File: src/rtl/door_controller_pkg.sv
// Shared definitions for the door controller: state encodings and sizing helpers.
package door_controller_pkg;

    localparam int unsigned STATE_W = 3;

    typedef enum logic [STATE_W-1:0] {
        ST_CLOSED  = 3'd0,
        ST_OPENING = 3'd1,
        ST_OPEN    = 3'd2,
        ST_CLOSING = 3'd3,
        ST_FAULT   = 3'd4
    } door_state_e;

    // Larger of two unsigned values, used to size the shared timer.
    function automatic int unsigned max_u(input int unsigned a, input int unsigned b);
        return (a > b) ? a : b;
    endfunction

endpackage

File: src/rtl/door_controller_if.sv
// Request/sensor inputs and motor/status outputs of the door controller.
// Optional macro: DOOR_OPEN_CNT_EN adds the completed-openings counter.
interface door_controller_if
    import door_controller_pkg::*;
#(
    parameter int unsigned N_REQ = 2
`ifdef DOOR_OPEN_CNT_EN
    , parameter int unsigned CNT_W = 16
`endif
);

    logic               lock_i;
    logic [N_REQ-1:0]   req_i;
    logic [N_REQ-1:0]   req_mask_i;
    logic               open_lim_i;
    logic               closed_lim_i;
    logic               obstacle_i;
    logic               motor_open_o;
    logic               motor_close_o;
    logic               door_open_o;
    logic               fault_o;
    logic [STATE_W-1:0] state_o;
`ifdef DOOR_OPEN_CNT_EN
    logic [CNT_W-1:0]   open_count_o;
`endif

    // Request/sensor side.
    modport master (
        output lock_i, req_i, req_mask_i, open_lim_i, closed_lim_i, obstacle_i,
        input  motor_open_o, motor_close_o, door_open_o, fault_o, state_o
`ifdef DOOR_OPEN_CNT_EN
        , input open_count_o
`endif
    );

    // Controller side.
    modport slave (
        input  lock_i, req_i, req_mask_i, open_lim_i, closed_lim_i, obstacle_i,
        output motor_open_o, motor_close_o, door_open_o, fault_o, state_o
`ifdef DOOR_OPEN_CNT_EN
        , output open_count_o
`endif
    );

endinterface

File: src/rtl/door_controller_timer.sv
// Loadable down-counter that stops at zero instead of wrapping.
module door_controller_timer #(
    parameter int unsigned W = 8
) (
    input  logic         clk,
    input  logic         rst_n,
    input  logic         load,
    input  logic [W-1:0] load_val,
    output logic [W-1:0] value,
    output logic         zero_c
);

    // Load has priority; otherwise count down while nonzero.
    always_ff @(posedge clk) begin
        if (!rst_n) begin
            value <= '0;
        end else if (load) begin
            value <= load_val;
        end else if (value != '0) begin
            value <= value - W'(1);
        end
    end

    assign zero_c = (value == '0);

endmodule

File: src/rtl/door_controller.sv
// Motorised door sequencer: open/hold/close with limit sensors, obstacle
// reversal, motion timeout and per-channel request masking.
// Optional macro: DOOR_OPEN_CNT_EN enables open_count_o.
module door_controller
    import door_controller_pkg::*;
#(
    parameter int unsigned N_REQ   = 2,
    parameter int unsigned HOLD    = 50,
    parameter int unsigned MOVE_TO = 200
`ifdef DOOR_OPEN_CNT_EN
    , parameter int unsigned CNT_W = 16
`endif
) (
    input logic               clk,
    input logic               rst_n,
    door_controller_if.slave  bus
);

    localparam int unsigned TMR_W = $clog2(max_u(HOLD, MOVE_TO) + 1);

    door_state_e        state;
    door_state_e        next_state;
    logic               open_req;
    logic               sensor_conflict;
    logic               tmr_load;
    logic [TMR_W-1:0]   tmr_load_val;
    logic [TMR_W-1:0]   tmr_value;
    logic               tmr_zero_c;
    logic               tmr_last;

    door_controller_timer #(.W(TMR_W)) u_timer (
        .clk      (clk),
        .rst_n    (rst_n),
        .load     (tmr_load),
        .load_val (tmr_load_val),
        .value    (tmr_value),
        .zero_c   (tmr_zero_c)
    );

    // Masked, lock-qualified request and the impossible both-limits condition.
    assign open_req        = ~bus.lock_i & (|(bus.req_i & bus.req_mask_i));
    assign sensor_conflict = bus.open_lim_i & bus.closed_lim_i;
    // Timer expires on the edge where it would step down to zero.
    assign tmr_last        = tmr_zero_c | (tmr_value == TMR_W'(1));

    // Next-state and timer-reload decision.
    always_comb begin
        next_state   = state;
        tmr_load     = 1'b0;
        tmr_load_val = '0;
        unique case (state)
            ST_CLOSED: begin
                if (open_req) begin
                    next_state   = ST_OPENING;
                    tmr_load     = 1'b1;
                    tmr_load_val = TMR_W'(MOVE_TO);
                end else if (!bus.closed_lim_i) begin
                    next_state   = ST_CLOSING;
                    tmr_load     = 1'b1;
                    tmr_load_val = TMR_W'(MOVE_TO);
                end
            end
            ST_OPENING: begin
                if (sensor_conflict) begin
                    next_state = ST_FAULT;
                end else if (bus.open_lim_i) begin
                    next_state   = ST_OPEN;
                    tmr_load     = 1'b1;
                    tmr_load_val = TMR_W'(HOLD);
                end else if (tmr_last) begin
                    next_state = ST_FAULT;
                end
            end
            ST_OPEN: begin
                if (open_req || bus.obstacle_i) begin
                    tmr_load     = 1'b1;
                    tmr_load_val = TMR_W'(HOLD);
                end else if (tmr_last) begin
                    next_state   = ST_CLOSING;
                    tmr_load     = 1'b1;
                    tmr_load_val = TMR_W'(MOVE_TO);
                end
            end
            ST_CLOSING: begin
                if (sensor_conflict) begin
                    next_state = ST_FAULT;
                end else if (bus.obstacle_i || open_req) begin
                    next_state   = ST_OPENING;
                    tmr_load     = 1'b1;
                    tmr_load_val = TMR_W'(MOVE_TO);
                end else if (bus.closed_lim_i) begin
                    next_state = ST_CLOSED;
                end else if (tmr_last) begin
                    next_state = ST_FAULT;
                end
            end
            ST_FAULT: begin
                next_state = ST_FAULT;
            end
            default: begin
                next_state = ST_FAULT;
            end
        endcase
    end

    // State register with outputs decoded from the incoming state.
    always_ff @(posedge clk) begin
        if (!rst_n) begin
            state             <= ST_CLOSED;
            bus.motor_open_o  <= 1'b0;
            bus.motor_close_o <= 1'b0;
            bus.door_open_o   <= 1'b0;
            bus.fault_o       <= 1'b0;
            bus.state_o       <= ST_CLOSED;
        end else begin
            state             <= next_state;
            bus.motor_open_o  <= (next_state == ST_OPENING);
            bus.motor_close_o <= (next_state == ST_CLOSING);
            bus.door_open_o   <= (next_state == ST_OPEN);
            bus.fault_o       <= (next_state == ST_FAULT);
            bus.state_o       <= next_state;
        end
    end

`ifdef DOOR_OPEN_CNT_EN
    localparam logic [CNT_W-1:0] CNT_MAX = '1;

    logic [CNT_W-1:0] open_cnt;

    // Saturating count of completed openings.
    always_ff @(posedge clk) begin
        if (!rst_n) begin
            open_cnt <= '0;
        end else if ((state == ST_OPENING) && (next_state == ST_OPEN) && (open_cnt != CNT_MAX)) begin
            open_cnt <= open_cnt + CNT_W'(1);
        end
    end

    assign bus.open_count_o = open_cnt;
`endif

endmodule
File: src/flat_wrapper.sv
// flat-port wrapper written by rule: the top's interface ports become plain ports
module door_controller_flat import door_controller_pkg::*;
#(
    parameter int unsigned N_REQ   = 2,
    parameter int unsigned HOLD    = 50,
    parameter int unsigned MOVE_TO = 200

)
  (clk, rst_n, bus_lock_i, bus_req_i, bus_req_mask_i, bus_open_lim_i, bus_closed_lim_i, bus_obstacle_i, bus_motor_open_o, bus_motor_close_o, bus_door_open_o, bus_fault_o, bus_state_o);
  door_controller_if #(.N_REQ(N_REQ)) bus_i ();
  input logic clk;
  input logic rst_n;
  input wire logic [$bits(bus_i.lock_i)-1:0] bus_lock_i;
  input wire logic [$bits(bus_i.req_i)-1:0] bus_req_i;
  input wire logic [$bits(bus_i.req_mask_i)-1:0] bus_req_mask_i;
  input wire logic [$bits(bus_i.open_lim_i)-1:0] bus_open_lim_i;
  input wire logic [$bits(bus_i.closed_lim_i)-1:0] bus_closed_lim_i;
  input wire logic [$bits(bus_i.obstacle_i)-1:0] bus_obstacle_i;
  output wire logic [$bits(bus_i.motor_open_o)-1:0] bus_motor_open_o;
  output wire logic [$bits(bus_i.motor_close_o)-1:0] bus_motor_close_o;
  output wire logic [$bits(bus_i.door_open_o)-1:0] bus_door_open_o;
  output wire logic [$bits(bus_i.fault_o)-1:0] bus_fault_o;
  output wire logic [$bits(bus_i.state_o)-1:0] bus_state_o;
  assign bus_i.lock_i = bus_lock_i;
  assign bus_i.req_i = bus_req_i;
  assign bus_i.req_mask_i = bus_req_mask_i;
  assign bus_i.open_lim_i = bus_open_lim_i;
  assign bus_i.closed_lim_i = bus_closed_lim_i;
  assign bus_i.obstacle_i = bus_obstacle_i;
  assign bus_motor_open_o = bus_i.motor_open_o;
  assign bus_motor_close_o = bus_i.motor_close_o;
  assign bus_door_open_o = bus_i.door_open_o;
  assign bus_fault_o = bus_i.fault_o;
  assign bus_state_o = bus_i.state_o;
  door_controller #(.N_REQ(N_REQ), .HOLD(HOLD), .MOVE_TO(MOVE_TO)) u_core (.clk(clk), .rst_n(rst_n), .bus(bus_i));
endmodule
File: config.mk
export PLATFORM = sky130hd
export DESIGN_NAME = door_controller_flat
export DESIGN_NICKNAME = d
export VERILOG_FILES = /design/src/rtl/door_controller_pkg.sv /design/src/rtl/door_controller_if.sv /design/src/rtl/door_controller_timer.sv /design/src/rtl/door_controller.sv /design/src/flat_wrapper.sv
export SDC_FILE = /design/constraint.sdc
export NUM_CORES = 1
export LEC_CHECK = 0
export BUFFER_PORTS_ARGS = -buffer_cell sky130_fd_sc_hd__buf_4
export CAP_MARGIN = 20
export CORE_MARGIN = 2
export CORE_UTILIZATION = 45
export DETAILED_ROUTE_END_ITERATION = 6
export GPL_TIMING_DRIVEN = 1
export MAX_ROUTING_LAYER = met4
export PLACE_DENSITY_LB_ADDON = 0.2
export SYNTH_ARGS = -nofsm -noshare
export SYNTH_HDL_FRONTEND = slang
export SYNTH_SLANG_ARGS = --single-unit
File: constraint.sdc
create_clock -name clk -period 2.95 [get_ports clk]
set_input_delay 0.295 -clock clk [delete_from_list [all_inputs] [get_ports clk]]
set_output_delay 0.295 -clock clk [all_outputs]
set_load 0.005 [all_outputs]
==> impl_metrics.yaml, run 1 <==
outcome:
  outcome: "complete, no violations"
synth:
  synth_edf_count: 0
  synth_fa_ha_area_share_pct: 4.082
  synth_top_area_cell: "dfxtp_1"
  netlist_instances: 105
  synthFlopType: "dfxtp_1"
  muxShareOfSynthArea_pct: 1.088
  yosysUniqueCellTypes: 49
  synth-compound-area-share_pct: 25.99
  async_flop_share_pct: 0
  netlist_top_cells_area: "dfxtp_1 33%, nor2_1 5.3%, ha_1 4.1%"
  synth_nets: 118
  synth_top_family_by_area: "simple AND/OR/NAND/NOR gates"
  synthSimpleGateAreaFrac_pct: 27.89
  synthTopCellsByCount: "15 x dfxtp_1, 13 x nor2_1, 7 x a21oi_1"
  synth-seq-area-share_pct: 32.65
  netlist_area_um2: 919.6
  ys_ff_latch: 15
  synth_warnings: 0
  avgSynthCellArea_um2: 8.758
  yosysMostFrequentCell: "dfxtp_1"
  netlist.area_leader.share_pct: 32.65
  synth_xor_area_share_pct: 4.762
floorplan:
  core-area_um2: 1942
  die_width_um: 49.21
  io_pins: 17
  die_area_um2: 2421
  initial_core_util_pct: 47.36
  fp.dieH_um: 49.21
  core.rowCount: 16
pwr:
  worst_ir_drop_vdd_mv: 0.5761
  switching_share_pct: 41.47
  switchingPower_mw: 0.4364
  pwr-share-comb_pct: 55.3
  p_per_area_nw_per_um2: 967.7
  p_int_mw: 0.6158
  p_seq_share_pct: 33.6
  clockPowerShare_pct: 11.1
  p_leak_nw: 0.4593
worst_setup_path:
  critPathBufInv: 1
  critical_path.startpoint_type: "flop"
  critPathMaxFanout: 6
  slowest_stage: "dfxtp_1"
  end_kind: "flop"
  path_cells: "inv_1 > ha_1 > nor2_1 > o32ai_1 > a21o_2 > o31ai_1 > o21ba_2"
  critical_path.top_delay_family: "compound AO/OA/AOI/OAI gates"
  arrival_ns: 2.29
  timing.rr.start: "u_core.u_timer.value[0]$_SDFFE_PN0P_"
  max_stage_delay_ns: 0.46
  crit_required_ns: 3.13
  reg2regPathDepth: 7
  crit_type: "reg -> reg"
  rrSetupSlack_ns: 0.84
  reg2reg_to: "u_core.u_timer.value[6]$_SDFFE_PN0P_"
placed_design:
  dpl.hpwl_um: 1627
  place_congestion: 0.8735
  port_buffers: 16
timing:
  clock_skew_ns: 0.009813
  setup_viol: 0
  min_period_ns: 2.114
  relSlewSlack_pct: 64.90
  hold_viol_final: 0
  timing.fmax_mhz: 473.0
  slew_violations: 0
  period_share_pct: 71.67
  final.setup.tns_ns: 0
  worst_slew_pin_slew_ns: 0.5217
  rsz0062_at_grt: "false"
clocking:
  cts_tree: "yes"
  post_cts_buffers: 0
  cts.htree.levels: 1
  cts_hold_buf: 0
  cts_buffers: 3
  root_buffer: "clkbuf_4"
  clk_latency_ns: 0.29
  ctsResizeCount: 0
  ctsLongestPathBuffers: 2
  path_clk_slew_ns: 0.09
  cts.sinks: 15
global_route:
  grt_overflow_total: 0
  grt_usage_pct: 19.60
  grt_pass1_vias: 828
  grt_pass1_wl_um: 3553
  antenna_found_initial: 0
  grt_max_degree: 12
finish:
  syn_to_final_growth_pct: 18.23
  nets: 136
  antennaDiodeCount: 0
  final_layout_size_suffix_gt1_share_pct: 28.69
  fin_util_pct: 55.99
routing:
  num_vias: 877
  wl_met1_um: 883
  first_iter_violations: 22
  wl_per_cell_um: 14.24
  top_layer_used: "met4"
  wl_met3_um: 122
  routed_wl_um: 2122
  drc: 0
  final_antenna_net_count: 0
  via_per_inst: 5.886
  dr.pass1.iters: 4
  wl_met2_um: 1084
hold_path:
  hp-class: "in -> reg"
  min_path_cells: 2
  holdPathEnd: "u_core.bus.motor_open_o$_SDFF_PN0_"
  min_from: "rst_n"
job:
  drv_cap: 0
## cells in the final DEF (no fill, tap or decap), types with 3 or more instances in the layout
cell type and instances:
xor2_1 3, ha_1 3, nor3_1 3, nor2_1 13, dfxtp_1 15, inv_1 4
clkbuf_4 3, a21oi_1 7, o21ba_2 3, buf_4 16, nand2_1 5
## state kept, by name, summed over array words and instances, names as in the netlist
register                  cells
u_core.bus.door_open_o        1
u_core.bus.fault_o            1
u_core.bus.motor_close_o      1
u_core.bus.motor_open_o       1
u_core.bus.state_o            3
u_core.u_timer.value          8
## worst max-delay path by stage
stage / start / endpoint / cells past startpoint / slack, ns
global placement: u_core.u_timer.value[0]$_SDFFE_PN0P_ / u_core.u_timer.value[6]$_SDFFE_PN0P_ / 7 / 0.93
floorplan: u_core.u_timer.value[2]$_SDFFE_PN0P_ / u_core.u_timer.value[1]$_SDFFE_PN0P_ / 5 / 1.17
CTS: u_core.u_timer.value[0]$_SDFFE_PN0P_ / u_core.u_timer.value[6]$_SDFFE_PN0P_ / 7 / 0.85
finish: u_core.u_timer.value[0]$_SDFFE_PN0P_ / u_core.u_timer.value[6]$_SDFFE_PN0P_ / 7 / 0.84
global route: u_core.u_timer.value[0]$_SDFFE_PN0P_ / u_core.u_timer.value[6]$_SDFFE_PN0P_ / 7 / 0.69
detailed placement: u_core.u_timer.value[0]$_SDFFE_PN0P_ / u_core.u_timer.value[6]$_SDFFE_PN0P_ / 7 / 0.85
## layout make-up
type	instances	area [um^2]
clock buffer	3	22.52
clock inverter	1	5.005
fill	186	854.6
inverter	5	18.77
multi-input combinational	82	586.8
sequential	15	300.3
tap	27	33.78
timing repair buffer	16	120.1
## routing by layer
layer  up-vias  global-route usage (%)
li1        427                       -
met1       413                   21.51
met2        32                   33.11
met3         5                   5.215
met4         0                   8.571
met5         -                       -
## cells by family after synthesis
group | count (synthesis)
AOI/OAI and AO/OA | 30
xor gates and xnor gates | 5
adders and majority gates | 3
buffers and inverters | 8
DFF | 15
muxes | 1
and+or+nand+nor | 43
## per-stage QoR
| stage | power [mW] | cell area, um^2 | std cells | setup WS, ns | hold slack (ns) |
|---|---|---|---|---|---|
| after detailed placement | 0.9343 | 1060 | 145 | 0.8531 | 0.5760 |
| final | 1.052 | 1087 | 149 | 0.8357 | 0.2816 |
| after floorplan | 0.7962 | 919.6 | 105 | 1.172 | 0.4179 |
| after global placement | 0.9235 | 1060 | 145 | 0.9267 | 0.5741 |
| after CTS | 1.055 | 1087 | 149 | 0.8489 | 0.2762 |
| after global routing | 1.149 | 1087 | 149 | 0.6949 | 0.2621 |
## power by group through the flow
stage	Combinational [mW]	Clock, mW	Sequential (mW)
final	0.582	0.116	0.354
after global routing	0.649	0.135	0.365
after CTS	0.582	0.121	0.351
after detailed placement	0.578	0	0.357
after global placement	0.569	0	0.355
after floorplan	0.468	0	0.328
Note: power is estimated with default switching activity, not from simulation.
==> run 2, diff against run 1 <==
ABC_AREA = 1   (was unset)
clock period = 1.8 ns   (was 2.95 ns; I/O delays follow)
==> run 2 against run 1 <==
Compared with the run above:
- sequential share of layout area fell by 1.5 points
- area after synthesis rose by 5.3%
- utilization rose by 1.6 points
- cell count rose by 22%
- routed wire length fell by 8.0%
- via count rose by 0.80%
- flip-flop and latch count did not move
- first-iteration DRC count rose by 18%
- combinational power rose by 91%
- register-to-register slack got worse by 0.68 ns
- global-route usage fell by 1.1 points
- sequential power rose by 55%
==> impl_metrics.yaml, run 2 <==
outcome:
  outcome: "complete, no violations"
synth:
  avgSynthCellArea_um2: 7.174
  yosysUniqueCellTypes: 30
  netlist_top_cells_area: "dfxtp_1 31%, nand2_1 10%, nor2_1 7.4%"
  synth-seq-area-share_pct: 31.01
  yosysMostFrequentCell: "nand2_1"
  async_flop_share_pct: 0
  synthTopCellsByCount: "26 x nand2_1, 19 x nor2_1, 16 x inv_1"
  netlist_instances: 135
  synth_top_area_cell: "dfxtp_1"
  ys_ff_latch: 15
  synthFlopType: "dfxtp_1"
  synth_edf_count: 0
  synth_nets: 148
  synth_warnings: 0
  netlist.area_leader.share_pct: 31.01
  netlist_area_um2: 968.4
finish:
  largest_reg_flops: 8
  regMostFlops: "u_core.u_timer.value"
  nFillCells: 192
  fin_util_pct: 57.56
  final_common_cell: "nand2_1"
  finalNonFillerCells: 182
  layout_common_cells: "26 x nand2_1, 19 x nor2_1, 16 x inv_1, 16 x buf_4, 14 x dfxtp_1"
  final_layout_size_suffix_gt1_share_pct: 28.39
  syn_to_final_growth_pct: 18.99
  nets: 169
  reg_top3: "u_core.u_timer.value: 8 flops, u_core.bus.state_o: 3 flops"
  antennaDiodeCount: 0
  final_area_um2: 1152
floorplan:
  core-area_um2: 2002
  core.rowCount: 16
  fp.dieH_um: 50.39
  initial_core_util_pct: 48.38
  die_width_um: 50.39
  die_area_um2: 2539
  io_pins: 17
pwr:
  switchingPower_mw: 0.8716
  p_int_mw: 0.9828
  switching_share_pct: 47.00
  pwr-share-comb_pct: 60.0
  clockPowerShare_pct: 10.4
  p_total_mw: 1.854
  p_per_area_nw_per_um2: 1609
  worst_ir_drop_vdd_mv: 0.8552
  p_leak_nw: 0.5760
  p_seq_share_pct: 29.6
clocking:
  ctsLongestPathBuffers: 2
  cts_buffers: 3
  cts.htree.levels: 1
  clk_latency_ns: 0.28
  path_clk_slew_ns: 0.09
  root_buffer: "clkbuf_4"
  cts_tree: "yes"
  cts.sinks: 15
worst_setup_path:
  path_cells: "inv_1 > ha_1 > or2_4 > nand4_4 > nor2_4 > nor2_4 > nand3_4 > inv_2 > nor2_1 > nor2_1"
  rrSetupSlack_ns: 0.15
  critPathBufInv: 2
  arrival_ns: 1.87
  critPathMaxFanout: 8
  critical_path.top_delay_family: "simple AND/OR/NAND/NOR gates"
  crit_type: "reg -> reg"
  end_kind: "flop"
  crit_required_ns: 2.02
  critical_path.startpoint_type: "flop"
  max_stage_delay_ns: 0.35
  slowest_stage: "dfxtp_2"
routing:
  via_per_inst: 4.857
  first_iter_violations: 26
  drc: 0
  num_vias: 884
  routed_wl_um: 1952
  dr.pass1.iters: 4
  final_antenna_net_count: 0
  wl_per_cell_um: 10.73
job:
  drv_cap: 0
global_route:
  grt_pass1_vias: 849
  grt_overflow_total: 0
  antenna_found_initial: 0
  grt_max_degree: 11
  grt_pass1_wl_um: 3498
  grt_usage_pct: 18.48
placed_design:
  dp_cells: 178
  port_buffers: 16
  dpl_cell_area_um2: 1122
  place_congestion: 0.9112
  pre_cts_ws_ns: 0.09459
  dpl.hpwl_um: 1576
timing:
  min_period_ns: 1.648
  clock_skew_ns: 0.005479
  final.setup.tns_ns: 0
  finalWorstSetupSlack_ns: 0.1516
  hold_slack_ns: 0.1838
  hold_viol_final: 0
  period_share_pct: 91.58
  timing.fmax_mhz: 606.7
  rsz0062_at_grt: "false"
  relSlewSlack_pct: 77.74
  worst_slew_pin_slew_ns: 0.3326
  setup_viol: 0
  slew_violations: 0
hold_path:
  hp-class: "in -> reg"
run 2: cell type report:
cell class,count,area [um^2],share of cell area (%)
repair buffers,16,120.1,10.42
inverters,21,78.83,6.840
multi-input cells,99,591.8,51.36
flip-flops and latches,15,301.5,26.17
well taps,27,33.78,2.932
clock buffers,4,26.28,2.280
run 2: tightest hold or removal path: stages:
cell	delay [ns]
buf_4	0.14
nand3_1	0.08
nor2_1	0.04
run 2: final timing paths:
check	start	endpoint	cells past startpoint
setup / recovery	u_core.u_timer.value[0]$_SDFFE_PN0P_	u_core.u_timer.value[1]$_SDFFE_PN0P_	10
hold / removal	rst_n	u_core.u_timer.value[0]$_SDFFE_PN0P_	3
setup reg to reg	u_core.u_timer.value[0]$_SDFFE_PN0P_	u_core.u_timer.value[1]$_SDFFE_PN0P_	10
hold reg to reg	u_core.u_timer.value[0]$_SDFFE_PN0P_	u_core.u_timer.value[0]$_SDFFE_PN0P_	2
run 2: layer usage:
metal	up-vias	wire (um)	GRT usage (%)	share of wire, %
li1	468	-	-	-
met1	381	918	23.56	47
met2	29	901	29.17	46
met3	6	105	2.976	5.4
met4	0	27	7.658	1.4
met5	-	0	-	0
run 2: kinds of logic (layout without fill, tap and decap cells):
kind of cell | count (synthesis) | count (layout) | share of synthesized area (%)
xor+xnor | 5 | 5 | 4.523
simple gates | 77 | 77 | 43.02
buf+inv | 21 | 41 | 8.140
fa+ha+maj | 3 | 3 | 3.876
flops | 15 | 15 | 31.01
compound gates | 14 | 14 | 9.433
run 2: power groups by stage:
stage          Combinational, mW  Clock (mW)  Sequential [mW]
2_1_floorplan              0.851           0            0.538
5_1_grt                     1.27       0.210            0.561
3_3_place_gp                1.09           0            0.553
3_5_place_dp                1.08           0            0.553
6_report                    1.11       0.193            0.549
4_1_cts                     1.09       0.198            0.546
run 2: what timing repair did:
action                                  in CTS  in global routing
gates resized for setup                      0                  2
buffers inserted                             0                  0
hold buffers                                 0                  0
hold endpoints to repair                     0                  0
endpoints found under the setup margin       0                 11
==> run 3, diff against run 2 <==
SYNTH_HIERARCHICAL = 1   (was unset)
==> run 3 against run 2 <==
Compared with the run above:
- sequential share of layout area is 3.3 points lower
- routed wire length is 28% higher
- first-iteration DRC count rose by 31%
- sequential power up 3%
- power increased by 31%
- hold slack got worse by 0.015 ns
- clock power barely moved
- critical path depth rose by 2
- critical endpoint is now u_core/u_timer/value[6]$_SDFFE_PN0P_
==> impl_metrics.yaml, run 3 <==
placed_design:
  dp_cells: 212
  dpl.hpwl_um: 1960
  place_congestion: 0.8995
  port_buffers: 16
  dpl_cell_area_um2: 1250
worst_setup_path:
  max_stage_delay_ns: 0.42
  slowest_stage: "dfxtp_1"
  arrival_ns: 1.91
  crit_required_ns: 1.97
  critical_path.startpoint_type: "flop"
  critPathMaxFanout: 7
  end_kind: "flop"
  crit_type: "reg -> reg"
  path_cells: "nor2_1 > nand2_1 > nor2_8 > inv_2 > nand2_2 > nand2_2 > nand3_2 > or2_4 > inv_6 > o21ai_2 > a21oi_2 > nor2_1"
finish:
  nFillCells: 186
  antennaDiodeCount: 0
  final_area_um2: 1331
  seqCellArea_um2: 304.0
  largest_reg_flops: 8
  syn_to_final_growth_pct: 36.24
  finalNonFillerCells: 218
  layout_common_cells: "32 x buf_4, 31 x nand2_1, 26 x inv_1, 22 x nor2_1, 12 x dfxtp_1"
  regMostFlops: "u_core/u_timer/value"
  multiInputGateArea_um2: 608.1
  final_common_cell: "buf_4"
  fin_util_pct: 66.50
  nets: 203
  final_layout_size_suffix_gt1_share_pct: 34.55
  reg_top3: "u_core/u_timer/value: 8 flops, u_core/state: 3 flops"
pwr:
  p_int_mw: 1.278
  p_seq_share_pct: 23.2
  clockPowerShare_pct: 7.9
  switchingPower_mw: 1.159
  pwr-share-comb_pct: 68.9
  p_total_mw: 2.437
  p_leak_nw: 0.6990
  worst_ir_drop_vdd_mv: 1.097
  switching_share_pct: 47.55
  p_per_area_nw_per_um2: 1830
floorplan:
  core.rowCount: 16
  io_pins: 17
  core-area_um2: 2002
  initial_core_util_pct: 48.81
  die_width_um: 50.60
  die_area_um2: 2560
  fp.dieH_um: 50.60
synth:
  netlist_top_cells_area: "dfxtp_1 31%, nand2_1 13%, inv_1 11%"
  async_flop_share_pct: 0
  synth_top_area_cell: "dfxtp_1"
  synth_edf_count: 0
  synthTopCellsByCount: "33 x nand2_1, 28 x inv_1, 22 x nor2_1"
  avgSynthCellArea_um2: 6.304
  yosysUniqueCellTypes: 27
  synth_warnings: 6
  synth-seq-area-share_pct: 30.73
  netlist_instances: 155
  netlist.area_leader.share_pct: 30.73
  netlist_area_um2: 977.2
  synthFlopType: "dfxtp_1"
  yosysMostFrequentCell: "nand2_1"
  ys_ff_latch: 15
timing:
  clock_skew_ns: 0.01520
  slew_violations: 0
  period_share_pct: 96.80
  hold_viol_final: 0
  min_period_ns: 1.742
  timing.fmax_mhz: 573.9
  setup_viol: 0
routing:
  drc: 0
  via_per_inst: 5.005
  final_antenna_net_count: 0
  num_vias: 1091
  first_iter_violations: 34
  wl_per_cell_um: 11.45
  dr.pass1.iters: 4
  routed_wl_um: 2496
clocking:
  cts_hold_buf: 0
  cts.htree.levels: 1
  clk_latency_ns: 0.29
  cts_buffers: 3
  root_buffer: "clkbuf_4"
  ctsLongestPathBuffers: 2
  path_clk_slew_ns: 0.10
  cts_tree: "yes"
  cts.sinks: 15
job:
  drv_cap: 0
global_route:
  grt_pass1_vias: 1025
  grt_usage_pct: 22.31
  grt_overflow_total: 0
  grt_max_degree: 10
  antenna_found_initial: 0
  grt_pass1_wl_um: 4257
hold_path:
  hp-class: "in -> reg"
outcome:
  outcome: "complete, no violations"
run 3: cell count changes after synthesis, sizes merged, moves of 2 or more:
cell,delta
xor2,-2
nand3,-3
nand2,+11
nor3,+3
a21oi,+2
ha,-2
inv,+9
nor2,+2
run 3: power by group through the flow:
stage	clock (mW)	sequential, mW	combinational [mW]
after detailed placement	0	0.558	1.50
after CTS	0.195	0.551	1.52
after global routing	0.217	0.576	1.86
final	0.192	0.566	1.68
after global placement	0	0.553	1.46
after floorplan	0	0.554	0.990
run 3: logic make-up (layout without fill, tap and decap cells):
logic type / Yosys count / after routing / synth area share [%]
other: 1 / 2 / 0.3838
DFF: 15 / 15 / 30.73
buffers and inverters: 31 / 66 / 12.04
and+or+nand+nor: 88 / 88 / 43.92
AOI/OAI and AO/OA: 16 / 16 / 8.963
adders and majority gates: 1 / 1 / 1.280
xor gates and xnor gates: 3 / 3 / 2.689
run 3: layer usage:
| metal | global-route usage (%) | vias to the layer above | part of all wire (%) |
|---|---|---|---|
| li1 | - | 550 | - |
| met1 | 26.92 | 484 | 43 |
| met2 | 36.62 | 49 | 48 |
| met3 | 2.976 | 8 | 6.3 |
| met4 | 10.81 | 0 | 2.5 |
| met5 | - | - | 0 |
run 3: critical path: cells and delay by family, from the launching register on:
kind,cells,cell delay [ns]
AO/OA/AOI/OAI,2,0.18
flip-flops,1,0.42
buffers and inverters,2,0.15
AND/OR/NAND/NOR,8,0.87
run 3: area by class of cell:
class | instances | area share, %
well taps | 27 | 2.538
clock inverters | 1 | 0.3759
multi-input cells | 110 | 45.68
repair buffers | 32 | 18.05
inverters | 30 | 8.835
clock buffers | 3 | 1.692
flip-flops and latches | 15 | 22.84
run 3: worst paths after layout:
check | from | end | slack, ns | cells past startpoint
setup / recovery | u_core/u_timer/value[7]$_SDFFE_PN0P_ | u_core/u_timer/value[6]$_SDFFE_PN0P_ | 0.06 | 12
hold / removal | rst_n | u_core/u_timer/value[1]$_SDFFE_PN0P_ | 0.17 | 3
setup reg to reg | u_core/u_timer/value[7]$_SDFFE_PN0P_ | u_core/u_timer/value[6]$_SDFFE_PN0P_ | 0.06 | 12
hold reg to reg | u_core/u_timer/value[6]$_SDFFE_PN0P_ | u_core/u_timer/value[6]$_SDFFE_PN0P_ | 0.60 | 2
run 3: metrics by stage:
| stage | hold WS (ns) | worst slack [ns] | TNS (ns) |
|---|---|---|---|
| CTS | 0.1858 | 0.05633 | 0 |
| detailed placement | 0.4708 | -0.01731 | -0.02469 |
| floorplan | 0.2916 | 0.003956 | 0 |
| global placement | 0.4515 | 0.05534 | 0 |
| finish | 0.1690 | 0.05760 | 0 |
| global route | 0.1659 | -0.02702 | -0.06125 |
run 3: repair_timing:
item / 4_1_cts / 5_1_grt
gates resized for setup: 1 / 13
endpoints found under the setup margin: 4 / 8
pin swaps: 0 / 8
buffers inserted: 0 / 2
